--- src/rtl/mvu_result_collector.sv ---
// Captures MVU result writes for one job into a first-word-fall-through FIFO and
// streams them out over valid/ready; reports completion once the job is drained.
module mvu_result_collector #(
  parameter int DATA_W = 64,
  parameter int ADDR_W = 12,
  parameter int DEPTH  = 16,
  parameter int CNT_W  = 16
) (
  input  logic              clk,
  input  logic              rst_n,
  input  logic              cfg_start,
  input  logic [CNT_W-1:0]  cfg_len,
  input  logic              in_valid,
  input  logic [ADDR_W-1:0] in_addr,
  input  logic [DATA_W-1:0] in_data,
  output logic              out_valid,
  input  logic              out_ready,
  output logic [ADDR_W-1:0] out_addr,
  output logic [DATA_W-1:0] out_data,
  output logic              busy,
  output logic              done,
  output logic              overflow,
  output logic              stray,
  output logic [CNT_W-1:0]  word_cnt
);

  localparam int AW = $clog2(DEPTH);
  localparam int PW = AW + 1;

  localparam logic [1:0] S_IDLE    = 2'd0;
  localparam logic [1:0] S_COLLECT = 2'd1;
  localparam logic [1:0] S_DRAIN   = 2'd2;
  localparam logic [1:0] S_DONE    = 2'd3;

  logic [1:0]        state_q, state_d;
  logic [CNT_W-1:0]  len_q, len_d;
  logic [CNT_W-1:0]  word_cnt_q, word_cnt_d;
  logic [PW-1:0]     wr_ptr_q, wr_ptr_d;
  logic [PW-1:0]     rd_ptr_q, rd_ptr_d;
  logic              overflow_q, overflow_d;
  logic              stray_q, stray_d;
  logic              done_q, done_d;
  logic [ADDR_W+DATA_W-1:0] mem_q [DEPTH];
  logic [ADDR_W+DATA_W-1:0] head_s;

  logic empty_s, full_s, push_s, pop_s;

  // Pointers carry one extra wrap bit so full and empty are distinguishable.
  assign empty_s = (wr_ptr_q == rd_ptr_q);
  assign full_s  = (wr_ptr_q[PW-1] != rd_ptr_q[PW-1]) &&
                   (wr_ptr_q[AW-1:0] == rd_ptr_q[AW-1:0]);
  assign pop_s   = !empty_s && out_ready;
  assign push_s  = (state_q == S_COLLECT) && in_valid && (!full_s || pop_s);

  // Next-state, counter, sticky-flag and pointer logic.
  always_comb begin
    state_d    = state_q;
    len_d      = len_q;
    word_cnt_d = word_cnt_q;
    overflow_d = overflow_q;
    stray_d    = stray_q;
    done_d     = (state_q == S_DONE);
    wr_ptr_d   = wr_ptr_q + PW'(push_s);
    rd_ptr_d   = rd_ptr_q + PW'(pop_s);
    case (state_q)
      S_IDLE: begin
        if (cfg_start) begin
          len_d      = cfg_len;
          word_cnt_d = {CNT_W{1'b0}};
          overflow_d = 1'b0;
          stray_d    = 1'b0;
          state_d    = (cfg_len != {CNT_W{1'b0}}) ? S_COLLECT : S_DONE;
        end else if (in_valid) begin
          stray_d = 1'b1;
        end else begin
          stray_d = stray_q;
        end
      end
      S_COLLECT: begin
        if (in_valid) begin
          if (!push_s) begin
            overflow_d = 1'b1;
          end else begin
            overflow_d = overflow_q;
          end
          if (word_cnt_q != len_q) begin
            word_cnt_d = word_cnt_q + {{(CNT_W-1){1'b0}}, 1'b1};
          end else begin
            word_cnt_d = word_cnt_q;
          end
          if (word_cnt_q + {{(CNT_W-1){1'b0}}, 1'b1} == len_q) begin
            state_d = S_DRAIN;
          end else begin
            state_d = S_COLLECT;
          end
        end else begin
          state_d = S_COLLECT;
        end
      end
      S_DRAIN: begin
        if (in_valid) begin
          stray_d = 1'b1;
        end else begin
          stray_d = stray_q;
        end
        if (empty_s) begin
          state_d = S_DONE;
        end else begin
          state_d = S_DRAIN;
        end
      end
      S_DONE: begin
        if (in_valid) begin
          stray_d = 1'b1;
        end else begin
          stray_d = stray_q;
        end
        state_d = S_IDLE;
      end
      default: state_d = S_IDLE;
    endcase
  end

  // Control and status registers with synchronous reset.
  always_ff @(posedge clk) begin
    if (!rst_n) begin
      state_q    <= S_IDLE;
      len_q      <= {CNT_W{1'b0}};
      word_cnt_q <= {CNT_W{1'b0}};
      wr_ptr_q   <= {PW{1'b0}};
      rd_ptr_q   <= {PW{1'b0}};
      overflow_q <= 1'b0;
      stray_q    <= 1'b0;
      done_q     <= 1'b0;
    end else begin
      state_q    <= state_d;
      len_q      <= len_d;
      word_cnt_q <= word_cnt_d;
      wr_ptr_q   <= wr_ptr_d;
      rd_ptr_q   <= rd_ptr_d;
      overflow_q <= overflow_d;
      stray_q    <= stray_d;
      done_q     <= done_d;
    end
  end

  // FIFO storage; contents need no reset because reads are gated by out_valid.
  always_ff @(posedge clk) begin
    if (push_s) begin
      mem_q[wr_ptr_q[AW-1:0]] <= {in_addr, in_data};
    end
  end

  assign head_s    = mem_q[rd_ptr_q[AW-1:0]];
  assign out_valid = !empty_s;
  assign out_addr  = out_valid ? head_s[ADDR_W+DATA_W-1:DATA_W] : {ADDR_W{1'b0}};
  assign out_data  = out_valid ? head_s[DATA_W-1:0] : {DATA_W{1'b0}};
  assign busy      = (state_q == S_COLLECT) || (state_q == S_DRAIN);
  assign done      = done_q;
  assign overflow  = overflow_q;
  assign stray     = stray_q;
  assign word_cnt  = word_cnt_q;

endmodule

--- config.mk ---
export PLATFORM = sky130hd
export DESIGN_NAME = mvu_result_collector
export DESIGN_NICKNAME = d
export VERILOG_FILES = /design/src/rtl/mvu_result_collector.sv
export SDC_FILE = /design/constraint.sdc
export NUM_CORES = 1
export LEC_CHECK = 0
export BUFFER_PORTS_ARGS = -buffer_cell sky130_fd_sc_hd__buf_2
export CAP_MARGIN = 20
export CORE_MARGIN = 4
export CORE_UTILIZATION = 40
export DETAILED_ROUTE_END_ITERATION = 10
export PLACE_DENSITY = 0.64
export SLEW_MARGIN = 20
export SYNTH_ARGS = -nofsm -noshare
export SYNTH_HDL_FRONTEND = slang
export SYNTH_SLANG_ARGS = --single-unit
--- constraint.sdc ---
create_clock -name clk -period 9 [get_ports clk]
set_input_delay 0 -clock clk [delete_from_list [all_inputs] [get_ports clk]]
set_output_delay 0 -clock clk [all_outputs]
set_load 0.005 [all_outputs]
==> impl_results.md <==
- Crit start category: flop
- Top_reg_cell synth: edfxtp_1
- Total grt overflow: 0
- Highest clock rate: 213 MHz
- Cell area after synthesis: 48900 um^2
- Synthesized area per cell: 22.9 um^2
- CP Class: flop to output pin
- DRT antenna net count: 0
- GR Util met3: 3.73%
- Clock Tree Buf Depth: 3
- Final core occ: 47.6%
- Pin count of the biggest net entering global routing: 119
- Post-Synth Simple-Gate Area: 2.82%
- Fin nets: 2623
- RR Startpoint: rd_ptr_q[1]$_SDFF_PN0_
- Pre-CTS WS: 4570 ps
- Synth Register Bits: 1263
- Synth area leaders: edfxtp_1, mux4_2, dfxtp_1
- WL final: 112000 um
- Synth cell types: 59
- Final hold vios: 0
- Rel. slew slack: 27.9%
- Max-cap check violation count: 0
- Root buffer cell: clkbuf_16
- Top cell type's share of synthesized area: 74.7%
- Worst setup EP type: output pin
- Register area share after synthesis: 76.7%
- Row cnt: 127
- DP Area: 51800 um^2
- First-pass GRT wire length: 167000 um
- Clock skew: 38.8 ps
- Worst Min Path Start: in_data[26]
- Final instance area: 57400 um^2
- Pleak: 17.8 nW
- Worst skew pair latency: 740 ps
- Hold EP: mem_q[8][26]$_DFFE_PP_
- Vias in the first global route: 24500
- Post-synthesis adder-cell area fraction: 0.256%
- PortBufs: 193
- Die Span Y: 357 um
- Final GP Congestion: 0.839
- PD cells: 253 nW/um^2
- CP max FO: 60
- Core area: 121000 um^2
- Initial Utilization: 40.5%
- Gr busiest metal: met2
- Initial antenna violation count: 13
- Synth warn: 0
- Crit share post-route: 52.1%
- Worst reg2reg endpoint: mem_q[4][17]$_DFFE_PP_
- RSZ-0062 raised after global routing: false
- Min-Delay Path Class: primary input to flop
- Crit. Startpoint: rd_ptr_q[1]$_SDFF_PN0_
- H-tree Lvls: 4
- Vias per inst: 5.46
- Crit path DAT: 4690 ps
- Slowest cell delay on critical path: 990 ps
- Post-synthesis cell count: 2132
- Layout cells sized above 1: 31.7%
- Area leader, netlist: edfxtp_1
- Mux cell area share after synthesis: 17.6%
- Residual DRC: 0
- Number of CTS-inserted buffers: 132
- Die footprint: 128000 um^2
- I/O pins: 194
- Worst EP required: 9000 ps
- Measured slew at the worst slew-check pin: 1080 ps
- Syn Nets: 2239
- DRT iter0 DRCs: 2244
- Routed len/inst: 26.3 um
- Hpwl dp: 60500 um
- Fraction of registers with async set/reset: 0%
- GRT met1 Usage: 24.5%
- Fin crit period: 4690 ps
- Vias post-DR: 23100
- Critical-path cell list: buf_4 -> buf_4 -> mux4_2 -> mux4_2 -> nor2b_1 -> buf_2
- Met2 GRT Util: 29.1%
- Cell family with most CP delay: buffers and inverters
- CP max-delay cell: dfxtp_4
- Total track usage: 17.7%
- Synth Area in XOR/XNOR: 0.674%
- Worst Reg2Reg Path Length in Cells: 7
- Area grow syn2layout: 17.6%
- Total power: 14.5 mW
- Cts repair resizes: 0
- Final setup margin: 4310 ps
- Cells on Worst Hold Path: 2
- Total Neg Setup Slack: 0 ps
- Max-slew violations: 0
- Drt pass-1 iters: 6
- Die X-Extent: 357 um
- Clock sinks: 1263
- Worst path buffer plus inverter count: 3
- Max VDD drop: 0.000239 V
- Final Setup Violations: 0
- Main combinational cell family by area after synthesis: multiplexers
- Worst-path clk slew: 60 ps
- R2r setup slk: 4570 ps
- TritonCTS clock tree: done
- Compound-Gate Fraction of Synth Area: 0.940%
- Status: finished, final reports clean
- Number of flops mapped to enable cells by yosys: 1216
## cell usage in the layout, fill, tap and decap left out, types with 11 or more instances in the layout
master and instances:
a21boi_0 17, and2_1 12, buf_2 193, buf_4 38, clkbuf_1 24, clkbuf_16 133, clkinv_1 28, clkinv_2 20
dfxtp_1 43, dlygate4sd3_1 131, edfxtp_1 1216, inv_1 11, mux4_2 380, nand2_1 58, nand3_1 15, nand4_1 11
nor2_1 19, nor2_4 13, nor2b_1 83, xnor2_1 26
## registers in the layout, summed over array words and instances (netlist names)
register and flops:
overflow 1, state_q 2, wr_ptr_q 5, word_cnt 16, rd_ptr_q 5, stray 1, done 1, mem_q 1216
len_q 16
## stage by stage
stage	hold slack, ps	std cells
6_report	175	4239
5_1_grt	153	4233
4_1_cts	110	4229
3_5_place_dp	279	3862
3_3_place_gp	264	3862
2_1_floorplan	98.9	2132
## logic make-up after synthesis
kind of cell,Yosys count
XOR/XNOR,36
multiplexers,382
flip-flops,1263
AO/OA/AOI/OAI,61
buffers and inverters,127
adder cells (fa/ha/maj),10
AND/OR/NAND/NOR,253
## power breakdown
part / internal, mW / switching, mW
clock network: 3.06 / 2.25
logic: 1.29 / 1.29
registers: 6.57 / 0.101
total: 10.9 / 3.64
## cell usage after synthesis, types with 3 or more instances
library cell  instances
edfxtp_1           1216
mux4_2              380
nor2b_1              83
clkbuf_1             70
nand2_1              58
dfxtp_1              47
nor2_1               32
buf_2                30
xnor2_1              26
a21boi_0             17
nand3_1              15
buf_1                14
and2_1               12
inv_1                11
nand4_1              11
ha_1                 10
nor3_1               10
xor2_1                9
a21oi_1               7
nand2b_1              6
nor4_1                6
o21ai_0               4
o41ai_1               4
a211oi_1              3
a31o_2                3
o211ai_1              3
o221ai_1              3
## repair_timing
item                      in CTS  in global routing
setup buffers                  0                  0
hold endpoints to repair    1253                  0
hold buffers                 131                  0
## per-layer routing
metal  vias up  wire, um  part of all wire, %
met4         4      1660                  1.5
met3       121      7250                  6.5
met1     12500     47300                   42
met2       750     55500                   50
met5         -        22                0.020
li1       9787         -                    -
## worst max path at each step
stage	endpoint	cells past startpoint
finish	out_data[17]	6
global route	out_data[17]	6
CTS	out_data[17]	6
detailed placement	mem_q[4][38]$_DFFE_PP_	7
global placement	mem_q[4][38]$_DFFE_PP_	7
floorplan	mem_q[0][0]$_DFFE_PP_	8
## area by class of cell
type | instances | area, um^2
timing repair buffer | 366 | 2640
clock buffer | 160 | 3460
sequential | 1263 | 37500
clock inverter | 76 | 790
inverter | 11 | 41.3
antenna | 9 | 22.5
fill | 9737 | 63200
multi-input combinational | 742 | 11000
tap | 1612 | 2020
(Power assumes the default switching activity.)
